File: src/rtl/imem_port_arb_if.sv
// Bus bundle for imem_port_arb: fetch request/response, data-side access and the shared ITCM port.
// The slave modport is the arbiter's view; master is the surrounding core/memory view.
interface imem_port_arb_if #(
    parameter int ADDR_WIDTH = 32,
    parameter int DATA_WIDTH = 32
);
    logic                  if_req;
    logic [ADDR_WIDTH-1:0] if_addr;
    logic                  if_flush;
    logic                  if_gnt;
    logic                  instr_read_data_valid;
    logic [DATA_WIDTH-1:0] instr_read_data;

    logic                  d_req;
    logic                  d_we;
    logic [ADDR_WIDTH-1:0] d_addr;
    logic [DATA_WIDTH-1:0] d_wdata;
    logic [3:0]            d_be;
    logic                  d_gnt;
    logic                  d_rdata_valid;
    logic [DATA_WIDTH-1:0] d_rdata;

    logic                  mem_req;
    logic                  mem_we;
    logic [ADDR_WIDTH-1:0] mem_addr;
    logic [DATA_WIDTH-1:0] mem_wdata;
    logic [3:0]            mem_be;
    logic                  mem_ready;
    logic [DATA_WIDTH-1:0] mem_rdata;

    modport slave (
        input  if_req, if_addr, if_flush,
        output if_gnt, instr_read_data_valid, instr_read_data,
        input  d_req, d_we, d_addr, d_wdata, d_be,
        output d_gnt, d_rdata_valid, d_rdata,
        output mem_req, mem_we, mem_addr, mem_wdata, mem_be,
        input  mem_ready, mem_rdata
    );

    modport master (
        output if_req, if_addr, if_flush,
        input  if_gnt, instr_read_data_valid, instr_read_data,
        output d_req, d_we, d_addr, d_wdata, d_be,
        input  d_gnt, d_rdata_valid, d_rdata,
        input  mem_req, mem_we, mem_addr, mem_wdata, mem_be,
        output mem_ready, mem_rdata
    );
endinterface

File: src/rtl/imem_port_arb.sv
// Shares the single ITCM port between fetch and the data load/store path; data wins by default.
// Define KRV_IMEM_ARB_STARVE_EN to add a guard that lets fetch through after STARVE_LIMIT data wins.
module imem_port_arb #(
    parameter int ADDR_WIDTH   = 32,
    parameter int DATA_WIDTH   = 32,
    parameter int STARVE_LIMIT = 4
) (
    input  logic             cpu_clk,
    input  logic             cpu_rstn,
    imem_port_arb_if.slave   bus
);

    typedef enum logic [1:0] {
        IDLE   = 2'd0,
        RESP_F = 2'd1,
        RESP_D = 2'd2
    } owner_e;

    owner_e                r_owner;
    owner_e                w_ownerNext;
    logic                  w_ifGnt;
    logic                  w_dGnt;
    logic                  w_starveTrip;
    logic [ADDR_WIDTH-1:0] w_memAddr;
    logic [DATA_WIDTH-1:0] w_memWdata;

    if (STARVE_LIMIT < 1) begin : g_limitCheck
        $error("imem_port_arb: STARVE_LIMIT must be at least 1");
    end

`ifdef KRV_IMEM_ARB_STARVE_EN
    localparam int CNT_W = $clog2(STARVE_LIMIT + 1);

    logic [CNT_W-1:0] r_starveCnt;

    // Fetch is only forced through while it is actually asking for the port.
    assign w_starveTrip = bus.if_req && (r_starveCnt == CNT_W'(STARVE_LIMIT));

    always_ff @(posedge cpu_clk or negedge cpu_rstn) begin
        if (!cpu_rstn) begin
            r_starveCnt <= '0;
        end else if (w_ifGnt || !bus.if_req) begin
            r_starveCnt <= '0;
        end else if (w_dGnt) begin
            r_starveCnt <= r_starveCnt + CNT_W'(1);
        end
    end
`else
    assign w_starveTrip = 1'b0;
`endif

    always_comb begin
        w_dGnt  = bus.mem_ready && bus.d_req && !w_starveTrip;
        w_ifGnt = bus.mem_ready && bus.if_req && !w_dGnt;
    end

    always_comb begin
        bus.mem_we = 1'b0;
        bus.mem_be = 4'hF;
        w_memAddr  = bus.if_addr;
        w_memWdata = '0;
        if (w_dGnt) begin
            bus.mem_we = bus.d_we;
            bus.mem_be = bus.d_be;
            w_memAddr  = bus.d_addr;
            w_memWdata = bus.d_wdata;
        end
    end

    assign bus.mem_req   = w_dGnt || w_ifGnt;
    assign bus.mem_addr  = w_memAddr;
    assign bus.mem_wdata = w_memWdata;
    assign bus.if_gnt    = w_ifGnt;
    assign bus.d_gnt     = w_dGnt;

    always_ff @(posedge cpu_clk or negedge cpu_rstn) begin
        if (!cpu_rstn) begin
            r_owner <= IDLE;
        end else begin
            r_owner <= w_ownerNext;
        end
    end

    // A flushed fetch still uses the memory slot but never claims the response.
    always_comb begin
        w_ownerNext               = IDLE;
        bus.instr_read_data_valid = 1'b0;
        bus.instr_read_data       = '0;
        bus.d_rdata_valid         = 1'b0;
        bus.d_rdata               = '0;

        if (w_ifGnt && !bus.if_flush) begin
            w_ownerNext = RESP_F;
        end else if (w_dGnt && !bus.d_we) begin
            w_ownerNext = RESP_D;
        end

        case (r_owner)
            RESP_F: begin
                if (!bus.if_flush) begin
                    bus.instr_read_data_valid = 1'b1;
                    bus.instr_read_data       = bus.mem_rdata;
                end
            end
            RESP_D: begin
                bus.d_rdata_valid = 1'b1;
                bus.d_rdata       = bus.mem_rdata;
            end
            default: begin
            end
        endcase
    end

endmodule

File: src/flat_wrapper.sv
// flat-port wrapper written by rule: the top's interface ports become plain ports
module imem_port_arb_flat 
#(
    parameter int ADDR_WIDTH   = 32,
    parameter int DATA_WIDTH   = 32,
    parameter int STARVE_LIMIT = 4
)
  (cpu_clk, cpu_rstn, bus_if_req, bus_if_addr, bus_if_flush, bus_if_gnt, bus_instr_read_data_valid, bus_instr_read_data, bus_d_req, bus_d_we, bus_d_addr, bus_d_wdata, bus_d_be, bus_d_gnt, bus_d_rdata_valid, bus_d_rdata, bus_mem_req, bus_mem_we, bus_mem_addr, bus_mem_wdata, bus_mem_be, bus_mem_ready, bus_mem_rdata);
  imem_port_arb_if #(.ADDR_WIDTH(ADDR_WIDTH), .DATA_WIDTH(DATA_WIDTH)) bus_i ();
  input  logic cpu_clk;
  input  logic cpu_rstn;
  input wire logic [$bits(bus_i.if_req)-1:0] bus_if_req;
  input wire logic [$bits(bus_i.if_addr)-1:0] bus_if_addr;
  input wire logic [$bits(bus_i.if_flush)-1:0] bus_if_flush;
  output wire logic [$bits(bus_i.if_gnt)-1:0] bus_if_gnt;
  output wire logic [$bits(bus_i.instr_read_data_valid)-1:0] bus_instr_read_data_valid;
  output wire logic [$bits(bus_i.instr_read_data)-1:0] bus_instr_read_data;
  input wire logic [$bits(bus_i.d_req)-1:0] bus_d_req;
  input wire logic [$bits(bus_i.d_we)-1:0] bus_d_we;
  input wire logic [$bits(bus_i.d_addr)-1:0] bus_d_addr;
  input wire logic [$bits(bus_i.d_wdata)-1:0] bus_d_wdata;
  input wire logic [$bits(bus_i.d_be)-1:0] bus_d_be;
  output wire logic [$bits(bus_i.d_gnt)-1:0] bus_d_gnt;
  output wire logic [$bits(bus_i.d_rdata_valid)-1:0] bus_d_rdata_valid;
  output wire logic [$bits(bus_i.d_rdata)-1:0] bus_d_rdata;
  output wire logic [$bits(bus_i.mem_req)-1:0] bus_mem_req;
  output wire logic [$bits(bus_i.mem_we)-1:0] bus_mem_we;
  output wire logic [$bits(bus_i.mem_addr)-1:0] bus_mem_addr;
  output wire logic [$bits(bus_i.mem_wdata)-1:0] bus_mem_wdata;
  output wire logic [$bits(bus_i.mem_be)-1:0] bus_mem_be;
  input wire logic [$bits(bus_i.mem_ready)-1:0] bus_mem_ready;
  input wire logic [$bits(bus_i.mem_rdata)-1:0] bus_mem_rdata;
  assign bus_i.if_req = bus_if_req;
  assign bus_i.if_addr = bus_if_addr;
  assign bus_i.if_flush = bus_if_flush;
  assign bus_if_gnt = bus_i.if_gnt;
  assign bus_instr_read_data_valid = bus_i.instr_read_data_valid;
  assign bus_instr_read_data = bus_i.instr_read_data;
  assign bus_i.d_req = bus_d_req;
  assign bus_i.d_we = bus_d_we;
  assign bus_i.d_addr = bus_d_addr;
  assign bus_i.d_wdata = bus_d_wdata;
  assign bus_i.d_be = bus_d_be;
  assign bus_d_gnt = bus_i.d_gnt;
  assign bus_d_rdata_valid = bus_i.d_rdata_valid;
  assign bus_d_rdata = bus_i.d_rdata;
  assign bus_mem_req = bus_i.mem_req;
  assign bus_mem_we = bus_i.mem_we;
  assign bus_mem_addr = bus_i.mem_addr;
  assign bus_mem_wdata = bus_i.mem_wdata;
  assign bus_mem_be = bus_i.mem_be;
  assign bus_i.mem_ready = bus_mem_ready;
  assign bus_i.mem_rdata = bus_mem_rdata;
  imem_port_arb #(.ADDR_WIDTH(ADDR_WIDTH), .DATA_WIDTH(DATA_WIDTH), .STARVE_LIMIT(STARVE_LIMIT)) u_core (.cpu_clk(cpu_clk), .cpu_rstn(cpu_rstn), .bus(bus_i));
endmodule
File: config.mk
export PLATFORM = sky130hd
export DESIGN_NAME = imem_port_arb_flat
export DESIGN_NICKNAME = d
export VERILOG_FILES = /design/src/rtl/imem_port_arb_if.sv /design/src/rtl/imem_port_arb.sv /design/src/flat_wrapper.sv
export SDC_FILE = /design/constraint.sdc
export NUM_CORES = 1
export LEC_CHECK = 0
export CORE_AREA = 3 3 105 107
export DETAILED_ROUTE_END_ITERATION = 10
export DIE_AREA = 0 0 108 110
export PLACE_DENSITY = 0.67
export SLEW_MARGIN = 40
export SYNTH_ARGS = -nofsm -noshare
export SYNTH_HDL_FRONTEND = slang
export SYNTH_SLANG_ARGS = --single-unit
File: constraint.sdc
create_clock -name cpu_clk -period 1.2 [get_ports cpu_clk]
set_input_delay 0.24 -clock cpu_clk [delete_from_list [all_inputs] [get_ports cpu_clk]]
set_output_delay 0.24 -clock cpu_clk [all_outputs]
set_load 0.02 [all_outputs]
# Word-level counts from Yosys, hierarchy flattened
# Index checks and enable logic that the tools add are counted.
# W data, S select, Z words.
# totals
regBits	2
out_inout_bits	138
# classes
n_eq_ne	2
muxes	12
n_reduce_logical	9
# ops
op	count
$mux W32	5
$logic_and A1 B1 Y1	5
$mux W1	4
$mux W2	2
$mux W4	1
$logic_not A1 Y1	3
$eq A2 B1 Y1 const B	1
$eq A2 B2 Y1 const B	1
$logic_or A1 B1 Y1	1

# Logic depth before layout (Yosys ltp)
# Gate-level depths: netlist of run 1.
# logic_depth
ltp_word	5
ltp_mapped	4

# Least setup slack after synthesis of run 1
# No wires, ideal clock.
# synth_path
kind	register to output
from	reg u_core.r_owner[1]
to	out bus_instr_read_data[22]
arrival_ns	1.134
required_time_ns	0.960
path_slack_ns	-0.174
stages_incl_launch_ff	4
path_cell_list	dfrtp_1 nor3b_2 buf_2 and2_1
# synth_via
elab_chain_cells	2
# synth_rtl
item	line	source
start: declaration	imem_port_arb.sv:19	owner_e r_owner;
start signal: assignment	imem_port_arb.sv:80	r_owner <= w_ownerNext;
$eq A2 B1 Y1	imem_port_arb.sv:98	case (r_owner)
$mux W32	imem_port_arb.sv:98	
end: declaration	flat_wrapper.sv:17	output wire logic [$bits(bus_i.instr_read_data)-1:0] bus_instr_read_data;
# No other way between the ends.

# Worst setup path after layout of run 1
# layout_path
from	reg u_core.r_owner[1]
to	out bus_instr_read_data[0]
# The elaborated chain is that of the path after synthesis.

==> run_results.csv, run 1 <==
group,metric,value,unit
placed_design,dpl_cell_area,0.00442,mm²
synth,synth-xor-area-share,0,%
setup_path,worstSetupPathType,"flip-flop to output port",
synth,ys_ff_latch,2,
synth,async_reset_ff_share,100,%
final_layout,areaGrowthSynthToFinish,267,%
setup_path,cpMostUsedCell,"buf_6",
synth,synthFlopType,"dfrtp_1",
setup_path,start_kind,"flip-flop",
setup_path,critPathSlowestCell,"dfrtp_1",
grt,track_usage,13.9,%
status,status,"complete, but fails checks",
synth,postSynthAreaPerCell,8.42,µm²
route,met3WireLength,1070,µm
final_layout,largest_reg_flops,2,
floorplan,dieWidth,108,µm
placed_design,io_buffers,276,
synth,syn-num-nets,300,
power_and_ir_drop,powerDensity,382,mW/mm²
floorplan,std_cell_rows,37,
grt,antenna_found_initial,1,
setup_path,critPathCaptureType,"output port",
synth,synth_edf_count,0,
grt,grt_max_degree,34,
clock_tree,numCtsBuffers,3,
power_and_ir_drop,seqPwrFrac,3.8,%
synth,ys_types,20,
timing,period_share,135,%
route,wl_per_cell,16.2,µm
timing,rsz0062_at_grt,"yes",
synth,yosysMostFrequentCell,"and2_1",
floorplan,core_area,0.0102,mm²
power_and_ir_drop,p_comb_share,82.3,%
power_and_ir_drop,p_sw_share,34.3,%
power_and_ir_drop,ir_drop,0.193,mV
route,drtPass1Iterations,4,
floorplan,initial_core_util,13.3,%
clock_tree,cts_tree,"done",
timing,maxSlewHeadroom,86.9,%
floorplan,pin_count,277,
synth,yosys.area_share.simple,51.1,%
placed_design,numPlacedInstances,571,
synth,syn_area,0.00136,mm²
synth,synth_top_family_by_area,"simple AND/OR/NAND/NOR gates",
floorplan,die_area,0.0119,mm²
power_and_ir_drop,switchingPower,0.000652,W
timing,drv_slew,0,
setup_path,cp_max_fo,13,
grt,grt_pass1_vias,2437,
route,routed.top_layer,"met5",
timing,max_freq,0.619,GHz
timing,worst_slack,-0.417,ns
power_and_ir_drop,p_leak,2.61,nW
run,cap_violations,0,
clock_tree,cts_buffer_depth,2,
setup_path,cp.arrival,1.38,ns
clock_tree,cts-root-buf,"clkbuf_8",
synth,synth_area_leaders,"mux2_4 (32%), and2_1 (30%), and3_1 (13%)",
route,viasPerCell,3.96,
status,violations,"negative setup slack",
grt,grt_pass1_wl,12900,µm
min_path,hold_path.class,"primary input to async pin",
route,route.vias.total,2361,
power_and_ir_drop,power.internal,0.00125,W
timing,timing.setup.tns,-27.82,ns
final_layout,fin_area,0.00497,mm²
timing,layout_min_cycle_time,1.62,ns
placed_design,gp_congestion,0.800,
final_layout,largest_registers,"u_core.r_owner: 2 flops",
route,drcViolationCount,0,
timing,worstMarginPinSlew,0.197,ns
final_layout,final_cells,596,
synth,seq_area_frac_synth,3.69,%
power_and_ir_drop,power,0.00190,W
final_layout,fin_nets,601,
synth,muxShareOfSynthArea,34.6,%
power_and_ir_drop,clkPwrFrac,13.9,%
timing,setup_viol,98,
route,wirelength,9630,µm
setup_path,max_stage_delay,0.39,ns
route,wl_met2,5310,µm
final_layout,diodes,0,
synth,ys_warn_count,0,
placed_design,dp_hpwl,7690,µm
synth,synth_fa_ha_area_share,0,%
floorplan,dieHeight,110,µm
final_layout,regMostFlops,"u_core.r_owner",
grt,overflow,0,
route,met1_length,3120,µm
clock_tree,clk_pin_slew,0.03,ns
route,postRouteAntennaNets,0,
synth,synth_top_area_share,32.1,%
clock_tree,clock_sinks,2,
synth,synth.largest_area_cell,"mux2_4",
setup_path,cp_cell_sequence,"nor3b_4 > buf_6 > buf_12 > and2_4 > buf_6",
setup_path,required,0.96,ns
synth,synth_common_cells,"and2_1 (64), and3_1 (29), mux2_4 (29)",
synth,syn-instance-count,161,
clock_tree,htree_num_levels,1,
route,drtIter0Drc,43,
final_layout,drive_gt1_share,64.1,%
synth,synth_compound_area_share,0.554,%
timing,hold_viol,0,
-- timing repair --
action	CTS	global route
pin swaps	7	17
buffers inserted	16	4
gates cloned	5	2
gates resized for setup	874	92
endpoints found under the setup margin	139	110
hold buffers	0	0
-- metrics by stage --
stage          util (%)  hold WS [ns]  setup slack (ns)
3_5_place_dp       43.2         0.423             -1.05
6_report           48.6         0.199            -0.417
3_3_place_gp       43.2         0.426             -1.02
5_1_grt            48.6         0.205            -0.491
2_1_floorplan         -       -0.0556           -0.0589
4_1_cts            46.2         0.201            -0.441
-- power by group through the flow --
stage | logic (W) | registers [W] | clock network (W)
2_1_floorplan | 0.000567 | 0.0000722 | 0
3_3_place_gp | 0.00142 | 0.0000723 | 0
3_5_place_dp | 0.00143 | 0.0000725 | 0
4_1_cts | 0.00152 | 0.0000718 | 0.000276
5_1_grt | 0.00165 | 0.0000721 | 0.000282
6_report | 0.00156 | 0.0000718 | 0.000264
-- worst max-delay path, delay by kind of cell, from the launching register on --
kind | cells | cell delay, ns
flip-flops | 1 | 0.39
buffers and inverters | 3 | 0.40
AND/OR/NAND/NOR | 2 | 0.37
-- cell usage in the layout, fill, tap and decap left out, types with 3 or more instances in the layout --
| cell | instances |
|---|---|
| buf_6 | 142 |
| clkdlybuf4s50_1 | 67 |
| dlygate4sd2_1 | 58 |
| and2_4 | 42 |
| mux2_4 | 32 |
| and2_2 | 22 |
| and3_1 | 18 |
| and3_4 | 15 |
| buf_4 | 12 |
| dlymetal6s2s_1 | 11 |
| buf_2 | 11 |
| buf_12 | 6 |
| nand2b_1 | 4 |
| clkbuf_8 | 3 |
| buf_16 | 3 |
-- per-layer routing --
layer	global-route usage, %	vias up
li1	-	1143
met5	0	-
met1	13.9	1050
met4	3.34	2
met2	27.8	156
met3	4.25	10
-- final timing paths --
| check | endpoint | slack [ns] | from | cells past startpoint |
|---|---|---|---|---|
| worst min-delay path | u_core.r_owner[1]$_DFF_PN0_ | 0.20 | cpu_rstn | 1 |
| max in group asynchronous | u_core.r_owner[0]$_DFF_PN0_ | 0.87 | cpu_rstn | 1 |
| worst max-delay path | bus_instr_read_data[0] | -0.42 | u_core.r_owner[1]$_DFF_PN0_ | 5 |
| min in group cpu_clk | u_core.r_owner[1]$_DFF_PN0_ | 0.44 | bus_d_we | 3 |
-- logic make-up (layout without fill, tap and decap cells) --
kind of cell	Yosys count	count (layout)
multiplexers	32	32
AO/OA/AOI/OAI	1	1
AND/OR/NAND/NOR	108	108
buffers and inverters	18	317
flip-flops	2	2
-- layout make-up --
type	instances	area (µm²)
Clock buffer	3	41.3
Fill cell	943	5260
Inverter	1	3.75
Multi-Input combinational cell	141	1390
Sequential cell	2	50.0
Tap cell	136	170
Timing Repair Buffer	313	3320
Power figures use the tool's default switching activity.
==> run 2: changes to the inputs <==
--- a/config.mk
+++ b/config.mk
@@ -9,6 +9,7 @@
 export DETAILED_ROUTE_END_ITERATION = 10
 export DIE_AREA = 0 0 108 110
 export PLACE_DENSITY = 0.67
+export SKIP_CTS_REPAIR_TIMING = 1
 export SLEW_MARGIN = 40
 export SYNTH_ARGS = -nofsm -noshare
 export SYNTH_HDL_FRONTEND = slang
==> run 2 against run 1 <==
Compared with the run above: the run still ends with negative setup slack left; clock power is essentially flat; combinational power is essentially flat; critical path depth shrank 1; via count shrank 1.4%.
==> run_results.csv, run 2 (same netlist as run 1, synthesis figures left out) <==
group,metric,value,unit
timing,drv_slew,0,
route,wirelength,9820,µm
power_and_ir_drop,p_sw_share,34.2,%
status,violations,"negative setup slack",
grt,use_met3,4.72,%
clock_tree,cts-root-buf,"clkbuf_8",
floorplan,core_area,0.0102,mm²
final_layout,multiInputGateArea,0.00142,mm²
timing,max_freq,0.615,GHz
floorplan,pin_count,277,
grt,antenna_found_initial,0,
floorplan,dieWidth,108,µm
floorplan,dieHeight,110,µm
grt,grt_pass1_vias,2292,
setup_path,critPathCaptureType,"output port",
clock_tree,cts_buffer_depth,2,
final_layout,largest_reg_flops,2,
setup_path,start_kind,"flip-flop",
route,drtPass1Iterations,4,
timing,hold_slack,0.200,ns
final_layout,largest_registers,"u_core.r_owner: 2 flops",
route,viasPerCell,4.00,
timing,worstMarginPinSlew,0.245,ns
placed_design,dpl_cell_area,0.00442,mm²
clock_tree,clk_pin_slew,0.03,ns
setup_path,worstSetupPathType,"flip-flop to output port",
final_layout,nFillCells,911,
power_and_ir_drop,power.internal,0.00124,W
floorplan,initial_core_util,13.3,%
grt,overflow,0,
clock_tree,htree_num_levels,1,
final_layout,seq_area,50.0,µm²
clock_tree,clock_sinks,2,
final_layout,final_common_cell,"buf_6",
power_and_ir_drop,switchingPower,0.000645,W
setup_path,cp_max_fo,16,
route,wl_per_cell,16.9,µm
final_layout,drive_gt1_share,63.2,%
grt,track_usage,12.7,%
timing,rsz0062_at_grt,"yes",
setup_path,required,0.96,ns
grt,grt_max_degree,34,
timing,setup_viol,98,
route,drtIter0Drc,51,
placed_design,gp_congestion,0.800,
floorplan,die_area,0.0119,mm²
route,drcViolationCount,0,
power_and_ir_drop,p_comb_share,82.2,%
grt,grtUsageMet2,25.3,%
power_and_ir_drop,powerDensity,379,mW/mm²
final_layout,fin_util,48.7,%
run,cap_violations,0,
grt,grt_busiest_layer,"met2",
grt,use_met1,12.5,%
status,status,"complete, but fails checks",
final_layout,fin_nets,587,
route,route.vias.total,2328,
power_and_ir_drop,p_leak,2.90,nW
power_and_ir_drop,ir_drop,0.182,mV
placed_design,dp_hpwl,7690,µm
final_layout,regMostFlops,"u_core.r_owner",
power_and_ir_drop,clkPwrFrac,14.0,%
timing,maxSlewHeadroom,83.6,%
clock_tree,numCtsBuffers,3,
final_layout,mostFrequentLayoutCells,"buf_6 (112), clkdlybuf4s50_1 (77), dlymetal6s2s_1 (62)",
final_layout,areaGrowthSynthToFinish,267,%
final_layout,diodes,0,
power_and_ir_drop,seqPwrFrac,3.8,%
route,postRouteAntennaNets,0,
final_layout,fin_area,0.00498,mm²
clock_tree,cts_tree,"done",
timing,worst_slack,-0.426,ns
min_path,hold_path.class,"primary input to async pin",
timing,period_share,136,%
timing,hold_viol,0,
placed_design,io_buffers,276,
timing,timing.setup.tns,-28.85,ns
grt,grt_pass1_wl,11900,µm
timing,layout_min_cycle_time,1.63,ns
setup_path,cp.arrival,1.39,ns
floorplan,std_cell_rows,37,
## run 2: cell types whose count changed in the layout (fill, tap and decap cells not counted), sizes merged
cell	delta
buf	-33
dlygate4sd2	-58
clkdlybuf4s50	+10
clkbuf	+16
dlymetal6s2s	+51
## run 2: worst paths after layout
path,from,end,slack (ns),cells past startpoint
max,u_core.r_owner[1]$_DFF_PN0_,bus_d_rdata[8],-0.43,4
min in group cpu_clk,bus_d_we,u_core.r_owner[1]$_DFF_PN0_,0.33,3
min,cpu_rstn,u_core.r_owner[1]$_DFF_PN0_,0.20,1
max in group asynchronous,cpu_rstn,u_core.r_owner[0]$_DFF_PN0_,0.87,1
## run 2: through the flow
step	setup WS, ns	power (W)	cells
2_1_floorplan	-0.0589	0.000639	161
3_5_place_dp	-1.05	0.00151	571
4_1_cts	-1.06	0.00179	574
5_1_grt	-0.461	0.00198	582
6_report	-0.426	0.00189	582
3_3_place_gp	-1.02	0.00149	571
## run 2: worst max-delay path, stage by stage, from the launching register on
cell       delay [ns]
dfrtp_1          0.39
and2b_2          0.25
clkbuf_16        0.18
and2_2           0.19
buf_2            0.16
## run 2: power groups by stage
| stage | Clock [W] | Sequential (W) | Combinational, W |
|---|---|---|---|
| final | 0.000264 | 0.0000718 | 0.00155 |
| after global routing | 0.000282 | 0.0000720 | 0.00163 |
| after CTS | 0.000276 | 0.0000718 | 0.00144 |
| after detailed placement | 0 | 0.0000725 | 0.00143 |
| after global placement | 0 | 0.0000723 | 0.00142 |
| after floorplan | 0 | 0.0000722 | 0.000567 |
## run 2: cell type report
class,instances,share of cell area (%)
repair buffers,299,66.1
well taps,136,3.42
clock buffers,3,0.829
flip-flops and latches,2,1.01
inverters,1,0.0754
multi-input cells,141,28.5
## run 2: per-layer routing
layer / vias up / routed length (µm) / share of wire [%]
li1: 1112 / - / -
met1: 1062 / 3250 / 33
met2: 150 / 5420 / 55
met3: 4 / 1100 / 11
met4: 0 / 55 / 0.56
met5: - / 0 / 0
